--- config.mk ---
export PLATFORM = sky130hd
export DESIGN_NAME = guess_generator
export DESIGN_NICKNAME = d
export VERILOG_FILES = /design/src/rtl/guess_pkg.sv /design/src/rtl/guess_digit.sv /design/src/rtl/guess_generator.sv
export SDC_FILE = /design/constraint.sdc
export NUM_CORES = 1
export LEC_CHECK = 0
export ABC_CLOCK_PERIOD_IN_PS = 5700
export CELL_PAD_IN_SITES_DETAIL_PLACEMENT = 0
export CELL_PAD_IN_SITES_GLOBAL_PLACEMENT = 2
export CORE_AREA = 5 5 264 266
export CTS_CLUSTER_SIZE = 40
export DETAILED_ROUTE_END_ITERATION = 8
export DIE_AREA = 0 0 269 271
export HOLD_SLACK_MARGIN = 0.06
export PLACE_DENSITY = 0.86
export SYNTH_ARGS = -nofsm -noshare
export SYNTH_HDL_FRONTEND = slang
export SYNTH_SLANG_ARGS = --single-unit
--- constraint.sdc ---
create_clock -name clk -period 5.7 [get_ports clk]
set_input_delay 1.14 -clock clk [delete_from_list [all_inputs] [get_ports clk]]
set_output_delay 1.14 -clock clk [all_outputs]
set_load 0.005 [all_outputs]
--- src/rtl/guess_pkg.sv ---
// Shared constants and charset helpers for the brute-force candidate generator.
package guess_pkg;

  localparam int MAXLEN = 16;

  localparam logic [2:0] CS_LOWER  = 3'd0;
  localparam logic [2:0] CS_UPPER  = 3'd1;
  localparam logic [2:0] CS_DIGIT  = 3'd2;
  localparam logic [2:0] CS_LOWDIG = 3'd3;
  localparam logic [2:0] CS_ALPHA  = 3'd4;
  localparam logic [2:0] CS_ALNUM  = 3'd5;
  localparam logic [2:0] CS_PRINT  = 3'd6;

  function automatic logic [6:0] cs_size(input logic [2:0] code);
    case (code)
      CS_UPPER:  return 7'd26;
      CS_DIGIT:  return 7'd10;
      CS_LOWDIG: return 7'd36;
      CS_ALPHA:  return 7'd52;
      CS_ALNUM:  return 7'd62;
      CS_PRINT:  return 7'd95;
      default:   return 7'd26;
    endcase
  endfunction

  // Code 7 is reserved and falls through to the lowercase set.
  function automatic logic [7:0] cs_char(input logic [2:0] code, input logic [6:0] idx);
    logic [7:0] i8;
    i8 = {1'b0, idx};
    case (code)
      CS_UPPER:  return 8'h41 + i8;
      CS_DIGIT:  return 8'h30 + i8;
      CS_LOWDIG: return (i8 < 8'd26) ? 8'h61 + i8 : 8'h30 + (i8 - 8'd26);
      CS_ALPHA:  return (i8 < 8'd26) ? 8'h61 + i8 : 8'h41 + (i8 - 8'd26);
      CS_ALNUM:  return (i8 < 8'd26) ? 8'h61 + i8 :
                        (i8 < 8'd52) ? 8'h41 + (i8 - 8'd26) : 8'h30 + (i8 - 8'd52);
      CS_PRINT:  return 8'h20 + i8;
      default:   return 8'h61 + i8;
    endcase
  endfunction

endpackage

--- src/rtl/guess_digit.sv ---
// One odometer position: index register, wrap/carry and character lookup.
module guess_digit (
  input  logic       clk,
  input  logic       clear,
  input  logic       inc,
  input  logic [6:0] n,
  input  logic [2:0] code,
  output logic       carry,
  output logic       at_max,
  output logic [7:0] ch
);
  import guess_pkg::*;

  logic [6:0] idx;

  assign at_max = (idx == n - 7'd1);
  assign carry  = at_max & inc;
  assign ch     = cs_char(code, idx);

  always_ff @(posedge clk) begin
    if (clear)
      idx <= 7'd0;
    else if (inc)
      idx <= at_max ? 7'd0 : idx + 7'd1;
  end

endmodule

--- src/rtl/guess_generator.sv ---
// Enumerates every string of the programmed length over the selected charset,
// one candidate per clock, then raises a sticky done.
module guess_generator #(
  parameter int MAXLEN = guess_pkg::MAXLEN
) (
  input  logic                  clk,
  input  logic                  reset,
  input  logic [2:0]            charset,
  input  logic [4:0]            guesslen,
  output logic [8*MAXLEN-1:0]   guess,
  output logic                  done
);
  import guess_pkg::*;

  logic [2:0]        code_q;
  logic [4:0]        len_q;
  logic [4:0]        len_clamped;
  logic [6:0]        n_size;
  logic [MAXLEN-1:0] active;
  logic [MAXLEN-1:0] at_max;
  logic              exhaust;
  logic              step;

  always_comb begin
    len_clamped = guesslen;
    if (guesslen == 5'd0)
      len_clamped = 5'd1;
    else if (guesslen > 5'(MAXLEN))
      len_clamped = 5'(MAXLEN);
  end

  always_ff @(posedge clk) begin
    if (reset) begin
      code_q <= charset;
      len_q  <= len_clamped;
      done   <= 1'b0;
    end else if (!done && exhaust) begin
      done <= 1'b1;
    end
  end

  always_comb begin
    active = '0;
    for (int i = 0; i < MAXLEN; i++)
      active[i] = (i < int'(len_q));
  end

  assign n_size  = cs_size(code_q);
  // Inactive positions count as saturated so only the first L digits decide.
  assign exhaust = &(at_max | ~active);
  assign step    = ~reset & ~done & ~exhaust;

  for (genvar i = 0; i < MAXLEN; i++) begin : g_digit
    logic       inc_d;
    logic       carry_d;
    logic [7:0] ch_d;

    if (i == 0) begin : g_first
      assign inc_d = step;
    end else begin : g_chain
      assign inc_d = g_digit[i-1].carry_d & active[i];
    end

    guess_digit u_digit (
      .clk    (clk),
      .clear  (reset),
      .inc    (inc_d),
      .n      (n_size),
      .code   (code_q),
      .carry  (carry_d),
      .at_max (at_max[i]),
      .ch     (ch_d)
    );

    assign guess[8*i +: 8] = active[i] ? ch_d : 8'h00;
  end

endmodule

Word-level counts from Yosys, hierarchy flattened
Cells that the tools add are included.

Bits in registers: 121. Output and inout port bits: 129. Logic and storage cells: 408.

Add/sub/neg operators: 161. $lt $le $gt $ge: 49. Eq/ne operators: 22. Multiplexer cells: 114. Bitwise logic cells: 37. Reductions and logical operators: 5.

Operators by type and width (number): $pmux W8 S6 (16); $mux W8 (80); $add A6 B7 Y8 const A (32); $add A6 B8 Y8 const A (32); $add A7 B7 Y8 const A (32); $add A7 B8 Y8 const A (16); $sub A7 B5 Y8 const B (16); $sub A7 B6 Y8 const B (16); $add A7 B1 Y7 const B (16); $eq A7 B7 Y1 (16); $lt A7 B5 Y1 const B (16); $lt A7 B6 Y1 const B (16); $mux W7 (16); $lt A4 B5 Y1 const A (8); $pmux W7 S5 (1); $and A1 B1 Y1 (32); $lt A3 B5 Y1 const A (4); $not A16 Y16 (1); $or A16 B16 Y16 (1); $reduce_and A16 Y1 (1); $lt A1 B5 Y1 const A (2); $lt A2 B5 Y1 const A (2); $eq A3 B3 Y1 const B (3); $sub A7 B1 Y7 const B (1); 9 further kinds (12).

Logic depth before layout (Yosys ltp)
Gate-level depths: netlist of run 1.

Depth after elaboration: 38. Gate-level depth with buffers: 21. Depth with buffers taken out: 13.

Hierarchy
Synthesis of run 1 repeated with hierarchy kept, for this count alone.

Cells, all modules: 4294. Area, all modules: 29555.8 µm².

By module, submodules not included: guess_digit (instances 16, cells an instance 254, area an instance 1737.9 µm²); guess_generator (instances 1, cells an instance 230, area an instance 1749.2 µm²).

Worst setup path before layout of run 1
OpenSTA, ideal clock, no wires.

Path kind: register -> register. Start: register code_q[0]. End: register g_digit[12].u_digit.idx[6]. Setup time: 0.116 ns. Data arrival time: 3.915 ns. Data required time: 5.584 ns. Slack: 1.669 ns. Stages on the path, launching flop included: 22. Path buffers: 9. Path through: edfxtp_1 and3b_1 buf_4 inv_2 buf_6 clkbuf_1 ha_1 buf_2 buf_2 xor2_1 o221ai_1 nor3_1 nand3_1 a2111oi_0 and4_1 buf_2 and2_1 buf_4 buf_6 buf_4 nor2_1 a31o_2.

Cells in the longest elaborated chain, start to end: 32.

Ends and longest elaborated chain: start: declaration (RTL line guess_generator.sv:15) `logic [2:0] code_q;`; start signal: assignment (RTL line guess_generator.sv:34) `code_q <= charset;`; $eq A3 B3 Y1 or $eq A3 B2 Y1 (tied branches) (RTL line guess_pkg.sv:15) `case (code)`; $pmux W7 S5 * (RTL line guess_pkg.sv:15); $sub A7 B1 Y7 * (RTL line guess_digit.sv:16) `assign at_max = (idx == n - 7'd1);`; $eq A7 B7 Y1 (RTL line guess_digit.sv:16); $or A16 B16 Y16 (RTL line guess_generator.sv:50) `assign exhaust = &(at_max | ~active);`; $reduce_and A16 Y1 (RTL line guess_generator.sv:50); $not A1 Y1 (RTL line guess_generator.sv:51) `assign step = ~reset & ~done & ~exhaust;`; $and A1 B1 Y1 (RTL line guess_generator.sv:51); [16 not listed]; $and A1 B1 Y1 (RTL line guess_digit.sv:17) `assign carry = at_max & inc;`; $and A1 B1 Y1 (RTL line guess_generator.sv:61) `assign inc_d = g_digit[i-1].carry_d & active[i];`; $and A1 B1 Y1 (RTL line guess_digit.sv:17); $and A1 B1 Y1 (RTL line guess_generator.sv:61); $and A1 B1 Y1 (RTL line guess_digit.sv:17); $and A1 B1 Y1 (RTL line guess_generator.sv:61); $and A1 B1 Y1 (RTL line guess_digit.sv:17); $and A1 B1 Y1 (RTL line guess_generator.sv:61); end signal: assignment (RTL line guess_digit.sv:24) `idx <= at_max ? 7'd0 : idx + 7'd1;`; end: declaration (RTL line guess_digit.sv:14) `logic [6:0] idx;`.

Mark *: on every way between the ends. The rest lies on a longest branch, timed or not. A chain may end at the register's enable or synchronous reset.

Worst setup path in the final report of run 1
Start: register g_digit[12].u_digit.idx[2]. End: output port guess[103].

Cells in the longest elaborated chain, start to end: 6.

Ends and longest elaborated chain: $sub A7 B6 Y8 or $sub A7 B5 Y8 (tied branches) (RTL line guess_pkg.sv:36, guess_pkg.sv:33, guess_pkg.sv:34); $add A6 B8 Y8 or $add A7 B8 Y8 (tied branches) (RTL line guess_pkg.sv:36, guess_pkg.sv:34); $mux W8 (RTL line guess_pkg.sv:36) `(i8 < 8'd52) ? 8'h41 + (i8 - 8'd26) : 8'h30 + (i8 - 8'd52);`; $mux W8 (RTL line guess_pkg.sv:35) `CS_ALNUM: return (i8 < 8'd26) ? 8'h61 + i8 :`; $pmux W8 S6 * (RTL line guess_pkg.sv:30) `case (code)`; $mux W8 * (RTL line guess_generator.sv:75) `assign guess[8*i +: 8] = active[i] ? ch_d : 8'h00;`; end: declaration (RTL line guess_generator.sv:10) `output logic [8*MAXLEN-1:0] guess,`.

Marked as above.

==> qor.csv, run 1 <==
stage,metric,value,unit
synth,ys.warnings.count,0,
worst_setup_path,timing.rr.start,code_q[2]$_DFFE_PP_,
global_route,globalRoute.busiestLayer,met2,
layout,synthToLayoutAreaGrowth,11.85,%
synth,synthArstFlopShare,0,%
clock_network,cts_tree,done,
pwr,switchingPower,0.001366,W
floorplan,die_x,269,um
synth,postSynthAreaPerCell,6.855,um^2
global_route,track_usage,25.91,%
worst_setup_path,crit_arrival,4.32,ns
pwr,pwr-share-seq,27.2,%
timing,whs,0.5576,ns
clock_network,postCtsHoldBufs,0,
global_route,grt_overflow,0,
synth,synth_edf_count,8,
synth,syn_area,23270,um^2
floorplan,core_area,66800,um^2
worst_setup_path,path_max_fanout,8,
route,wl_per_cell,23.21,um
placement,hpwl,71040,um
worst_hold_path,min_from,g_digit[6].u_digit.idx[2]$_SDFFE_PP0N_,
global_route,use_met3,3.662,%
pwr,total_leakage_power,9.567,nW
synth,synth_common_cells,"a21oi_1, nand2_1, o21ai_0",
worst_setup_path,r2r_slack,0.64,ns
timing,slew_headroom,21.82,%
worst_setup_path,r2r_end,g_digit[11].u_digit.idx[1]$_SDFFE_PP0N_,
synth,yosys_register_bits,121,
synth,synthMostInstantiatedCell,a21oi_1,
timing,fmax,0.1832,GHz
pwr,p_per_area,130.7,nW/um^2
route,drtIter0Drc,2477,
worst_setup_path,worstRegToRegCells,12,
synth,synthFlopType,dfxtp_1,
worst_hold_path,hold_depth,2,
worst_setup_path,cp.required,4.56,ns
pwr,clkPwrFrac,32.7,%
global_route,antenna_found_initial,0,
route,via_per_inst,6.044,
worst_setup_path,cp-start-kind,flip-flop,
global_route,grt_pass1_vias,24550,
timing,finalHoldViolations,0,
timing,fin_setup_tns,0,ns
placement,numPortBuffers,138,
floorplan,die_area,72900,um^2
clock_network,path_clk_slew,0.06,ns
pwr,intPower,0.002035,W
worst_hold_path,holdCritPathClass,flip-flop to flip-flop,
clock_network,htree_levels,4,
pwr,ir_drop,0.1538,mV
clock_network,cts_made_buffers,17,
synth,syn_nets,3695,
layout,multi_input_area,19130,um^2
layout,drive_gt1_share,5.554,%
timing,finalSetupViolCount,0,
layout,fin_nets,3691,
clock_network,clock_path_buffers,2,
floorplan,start_util,34.83,%
outcome,status,completed,
route,postRouteAntennaNets,0,
layout,regArea,2504,um^2
global_route,gr-usage-met2,41.50,%
layout,antenna_cells,0,
clock_network,insertion_delay,0.45,ns
floorplan,ios,139,
synth,yosysUniqueCellTypes,94,
pwr,pwr-share-comb,40.1,%
global_route,gr-usage-met1,35.50,%
timing,worst_pin_slew,1.167,ns
pwr,sw_frac_of_total,40.17,%
route,drt_wl_total,99230,um
route,vias,25850,
synth,ys_seq_area_share,10.76,%
timing,finalCritPeriodShare,95.76,%
timing,slew_viol_final,0,
timing,rsz0062_at_grt,no,
synth,synth_area_leaders,"ha_1, xnor2_1, dfxtp_1",
worst_setup_path,crit_path_end_kind,output pin,
synth,syn_inst,3394,
synth,yosysTopAreaCell,ha_1,
floorplan,fp.dieH,271,um
floorplan,row_count,95,
worst_setup_path,crit_type,flip-flop to output pin,
timing,fin_skew,0.01147,ns
timing,post-route-min-period,5.458,ns
worst_hold_path,hold_end,g_digit[6].u_digit.idx[2]$_SDFFE_PP0N_,
synth,synth_top_area_share,15.65,%
global_route,grt_max_degree,59,
layout,fill_cells,7219,
global_route,grt_pass1_wl,151400,um
job,drv_cap,0,
clock_network,cts_root_buf,clkbuf_16,
route,drc_errors,0,
route,dr.pass1.iters,6,
placement,gp_congestion,0.9241,
clock_network,cts.sinks,121,
==> placed cells by master, fill, tap and decap left out, types with 17 or more instances in the layout <==
cell type	netlist	routed
a21oi_1	348	348
nand2_1	341	340
o21ai_0	297	297
ha_1	291	291
nor2_1	277	276
xnor2_1	264	263
inv_1	152	151
clkdlybuf4s50_1	0	137
dfxtp_1	113	112
o22ai_1	109	109
buf_4	12	90
a31oi_1	81	80
xor2_1	72	72
nor3_1	70	69
nand3_1	56	56
or3_1	48	48
o211ai_1	41	41
nand4_1	34	34
o31ai_1	34	34
a211oi_1	30	30
nor3b_1	28	28
mux2i_1	27	27
o41ai_1	27	27
a21o_1	26	26
and2_1	24	23
and3_1	23	23
nand2b_1	24	23
a221oi_1	17	17
clkbuf_16	0	17
==> power by group through the flow <==
stage	Combinational, W	Clock [W]	Sequential [W]
after CTS	0.00135	0.00112	0.000922
after floorplan	0.000791	0	0.000906
after detailed placement	0.00134	0	0.000941
final	0.00136	0.00111	0.000923
after global routing	0.00145	0.00115	0.000927
after global placement	0.00135	0	0.000940
==> worst max-delay path, stage by stage (launching register included) <==
cell	delay, ns
dfxtp_1	0.50
inv_1	0.25
ha_1	0.26
a21oi_1	0.26
xnor2_2	0.24
inv_1	0.16
or3_1	0.45
o21bai_1	0.22
mux2i_1	0.12
a2111oi_2	0.45
nor3_1	0.11
a211oi_1	0.27
clkdlybuf4s50_1	0.57
==> what timing repair did <==
action,4_1_cts,5_1_grt
resized for setup,1,3
endpoints found under the setup margin,1,2
setup buffers,0,0
==> per-layer routing <==
| metal | wire length, um | part of all wire (%) |
|---|---|---|
| met4 | 3839 | 3.9 |
| met1 | 43810 | 44 |
| met3 | 7164 | 7.2 |
| met2 | 44420 | 45 |
| met5 | 0 | 0 |
==> sequential cells by signal (all words and copies together) (netlist names) <==
register and count:
done 1, code_q 3, g_digit.u_digit.idx 112, len_q 5
==> cells by family after synthesis <==
group | count (synthesis) | synth area share, %
and+or+nand+nor | 1021 | 21.04
buffers and inverters | 421 | 7.352
DFF | 121 | 10.76
adders and majority gates | 291 | 15.65
xor gates and xnor gates | 337 | 12.75
AOI/OAI and AO/OA | 1174 | 31.20
muxes | 29 | 1.258
==> final cells by class <==
class | instances | share of cell area, %
multi-input combinational | 2852 | 73.51
sequential | 121 | 9.621
timing repair buffer | 229 | 8.020
tap | 873 | 4.197
inverter | 169 | 2.438
clock buffer | 18 | 1.649
clock inverter | 14 | 0.5673
==> how the worst max path moves through the flow <==
stage                                                    to                               startpoint  slack (ns)  depth (start not counted)
floorplan           g_digit[12].u_digit.idx[6]$_SDFFE_PP0N_                      code_q[0]$_DFFE_PP_        1.67                         21
global placement                                 guess[103]  g_digit[12].u_digit.idx[3]$_SDFFE_PP0N_        0.29                         11
detailed placement                               guess[103]  g_digit[12].u_digit.idx[3]$_SDFFE_PP0N_        0.49                         11
CTS                                              guess[103]  g_digit[12].u_digit.idx[2]$_SDFFE_PP0N_        0.07                         12
global route                                     guess[103]  g_digit[12].u_digit.idx[2]$_SDFFE_PP0N_       0.005                         12
finish                                           guess[103]  g_digit[12].u_digit.idx[2]$_SDFFE_PP0N_        0.24                         12
==> metrics by stage <==
step	setup slack (ns)	util [%]	cell area (um^2)	cells	total power [W]
after floorplan	1.669	-	23270	3394	0.001697
after global routing	0.005098	38.96	26020	4276	0.003531
after detailed placement	0.4897	38.07	25430	4244	0.002284
after global placement	0.2886	38.07	25430	4244	0.002287
after CTS	0.07373	38.95	26020	4276	0.003388
final	0.2416	38.96	26020	4276	0.003401
No activity file was read; power rests on OpenSTA's default activity.
==> inputs of run 2 (changes only) <==
--- a/config.mk
+++ b/config.mk
@@ -5,15 +5,16 @@
 export SDC_FILE = /design/constraint.sdc
 export NUM_CORES = 1
 export LEC_CHECK = 0
-export ABC_CLOCK_PERIOD_IN_PS = 5700
+export ABC_CLOCK_PERIOD_IN_PS = 7100
 export CELL_PAD_IN_SITES_DETAIL_PLACEMENT = 0
 export CELL_PAD_IN_SITES_GLOBAL_PLACEMENT = 2
-export CORE_AREA = 5 5 264 266
+export CORE_AREA = 5 5 297 299
 export CTS_CLUSTER_SIZE = 40
 export DETAILED_ROUTE_END_ITERATION = 8
-export DIE_AREA = 0 0 269 271
+export DIE_AREA = 0 0 302 304
 export HOLD_SLACK_MARGIN = 0.06
-export PLACE_DENSITY = 0.86
+export PLACE_DENSITY = 0.84
 export SYNTH_ARGS = -nofsm -noshare
 export SYNTH_HDL_FRONTEND = slang
+export SYNTH_HIERARCHICAL = 1
 export SYNTH_SLANG_ARGS = --single-unit
==> constraint.sdc (replaced) <==
create_clock -name clk -period 7.1 [get_ports clk]
set_input_delay 1.42 -clock clk [delete_from_list [all_inputs] [get_ports clk]]
set_output_delay 1.42 -clock clk [all_outputs]
set_load 0.005 [all_outputs]
==> qor.csv, run 2 <==
stage,metric,value,unit
worst_setup_path,cp_num_buf_inv,20,
placement,numPortBuffers,138,
timing,slew_headroom,30.67,%
pwr,intPower,0.001855,W
timing,fin_ws,-0.7028,ns
pwr,clkPwrFrac,27.6,%
worst_setup_path,cpMaxStageDelayCell,edfxtp_1,
worst_setup_path,slowest_delay,0.46,ns
synth,syn_area,29550,um^2
route,wl_per_cell,18.90,um
clock_network,htree_levels,4,
placement,hpwl,80030,um
global_route,track_usage,22.24,%
floorplan,ios,139,
global_route,antenna_found_initial,1,
route,wl_met2,49640,um
clock_network,path_clk_slew,0.07,ns
timing,worst_pin_slew,1.036,ns
floorplan,fp.dieH,304,um
route,via_per_inst,5.650,
pwr,pwr-share-seq,22.5,%
layout,fill_cells,8933,
route,wl_met1,50220,um
layout,fin_nets,4812,
synth,postSynthAreaPerCell,6.884,um^2
worst_setup_path,crit_arrival,8.17,ns
floorplan,die_x,302,um
floorplan,start_util,34.82,%
pwr,sw_frac_of_total,41.59,%
layout,top_regs,"g_digit.u_digit/idx: 112 flops, len_q: 5 flops, code_q: 3 flops",
synth,ys.warnings.count,6,
pwr,pwr-share-comb,49.9,%
floorplan,core_area,84880,um^2
clock_network,cts.sinks,121,
pwr,p_total,0.003176,W
clock_network,cts_tree,done,
route,top_layer_used,met4,
worst_hold_path,holdCritPathClass,flip-flop to flip-flop,
global_route,grt_max_degree,86,
worst_setup_path,path_max_fanout,5,
placement,gp_congestion,0.8690,
clock_network,cts_root_buf,clkbuf_16,
worst_setup_path,path_delay_family,simple AND/OR/NAND/NOR gates,
global_route,grt_pass1_wl,171000,um
timing,finalSetupViolCount,21,
timing,fmax,0.1282,GHz
timing,finalCritPeriodShare,109.9,%
floorplan,row_count,107,
clock_network,clock_path_buffers,2,
timing,fin_skew,0.008819,ns
timing,rsz0062_at_grt,yes,
route,postRouteAntennaNets,0,
job,drv_cap,0,
layout,top_register,g_digit.u_digit/idx,
pwr,p_per_area,90.49,nW/um^2
layout,final_common_cell,nand2_1,
synth,syn_inst,4293,
pwr,switchingPower,0.001321,W
route,wl_met3,5306,um
global_route,grt_pass1_vias,30060,
worst_setup_path,crit_type,flip-flop to flip-flop,
timing,post-route-min-period,7.803,ns
worst_setup_path,cp.required,7.47,ns
layout,antenna_cells,0,
worst_setup_path,crit_path_end_kind,flip-flop,
pwr,total_leakage_power,14.04,nW
timing,slew_viol_final,0,
route,vias,32030,
outcome,status,"finished, violations left",
route,drc_errors,0,
global_route,grt_overflow,0,
timing,fin_setup_tns,-9.414,ns
timing,finalHoldViolations,0,
layout,synthToLayoutAreaGrowth,18.76,%
clock_network,insertion_delay,0.45,ns
layout,drive_gt1_share,14.39,%
synth,syn_nets,4593,
layout,layout_common_cells,"nand2_1, nor2_1, a21oi_1, buf_4, ha_1",
layout,largest_reg_flops,112,
worst_setup_path,cp-start-kind,flip-flop,
pwr,ir_drop,0.1650,mV
clock_network,cts_made_buffers,17,
route,drt_wl_total,107100,um
route,dr.pass1.iters,5,
floorplan,die_area,91810,um^2
outcome,violations,setup timing,
timing,whs,0.5918,ns
route,drtIter0Drc,2420,
worst_setup_path,crit_path_frequent_cell,inv_2,
[run 2: what timing repair did]
action,4_1_cts,5_1_grt
buffers inserted,74,20
resized for setup,68,63
hold buffers,0,0
endpoints found under the setup margin,24,52
pin swaps,26,49
gates cloned,1,0
[run 2: final timing paths]
check                                                        startpoint                                 endpoint  slack [ns]  cells past startpoint
worst min-delay path            g_digit[12].u_digit/idx[3]$_SDFFE_PP0P_  g_digit[12].u_digit/idx[3]$_SDFFE_PP0P_        0.59                      2
worst max register to register                      code_q[1]$_DFFE_PP_  g_digit[15].u_digit/idx[2]$_SDFFE_PP0P_       -0.70                     64
worst min register to register  g_digit[12].u_digit/idx[3]$_SDFFE_PP0P_  g_digit[12].u_digit/idx[3]$_SDFFE_PP0P_        0.59                      2
worst max-delay path                                code_q[1]$_DFFE_PP_  g_digit[15].u_digit/idx[2]$_SDFFE_PP0P_       -0.70                     64
[run 2: final cells by class]
class	instances	area [um^2]	share of cell area (%)
inverters	295	1117	3.184
multi-input cells	3614	25440	72.50
clock inverters	15	142.6	0.4064
repair buffers	463	4033	11.49
flip-flops and latches	121	2502	7.130
clock buffers	17	425.4	1.212
well taps	1144	1431	4.078
[run 2: power groups by stage]
stage	Sequential [W]	Clock [W]	Combinational, W
after CTS	0.000715	0.000896	0.00156
final	0.000716	0.000875	0.00159
after global routing	0.000717	0.000925	0.00174
after detailed placement	0.000730	0	0.00152
after floorplan	0.000740	0	0.000984
after global placement	0.000730	0	0.00152
[run 2: per-layer routing]
metal,vias up,global-route usage [%]
met5,-,0
met1,15170,31.27
li1,15930,-
met2,816,36.31
met4,0,4.689
met3,110,3.025
[run 2: per-stage QoR]
step                      cells  setup WS [ns]  instance area, um^2  utilization [%]
final                      5669        -0.7028                35100            41.35
after global placement     5568        -0.5713                33440            39.40
after floorplan            4293         -4.818                29930                -
after CTS                  5673        -0.5543                34870            41.09
after global routing       5669         -1.279                35100            41.35
after detailed placement   5568        -0.8954                33440            39.40
[run 2: worst register-to-register path, delay by kind of cell, from the launching register on]
family	cells	cell delay [ns]
buffers and inverters	20	1.25
muxes	1	0.21
adders and majority gates	1	0.18
and+or+nand+nor	35	4.61
DFF	1	0.46
AOI/OAI and AO/OA	7	1.01
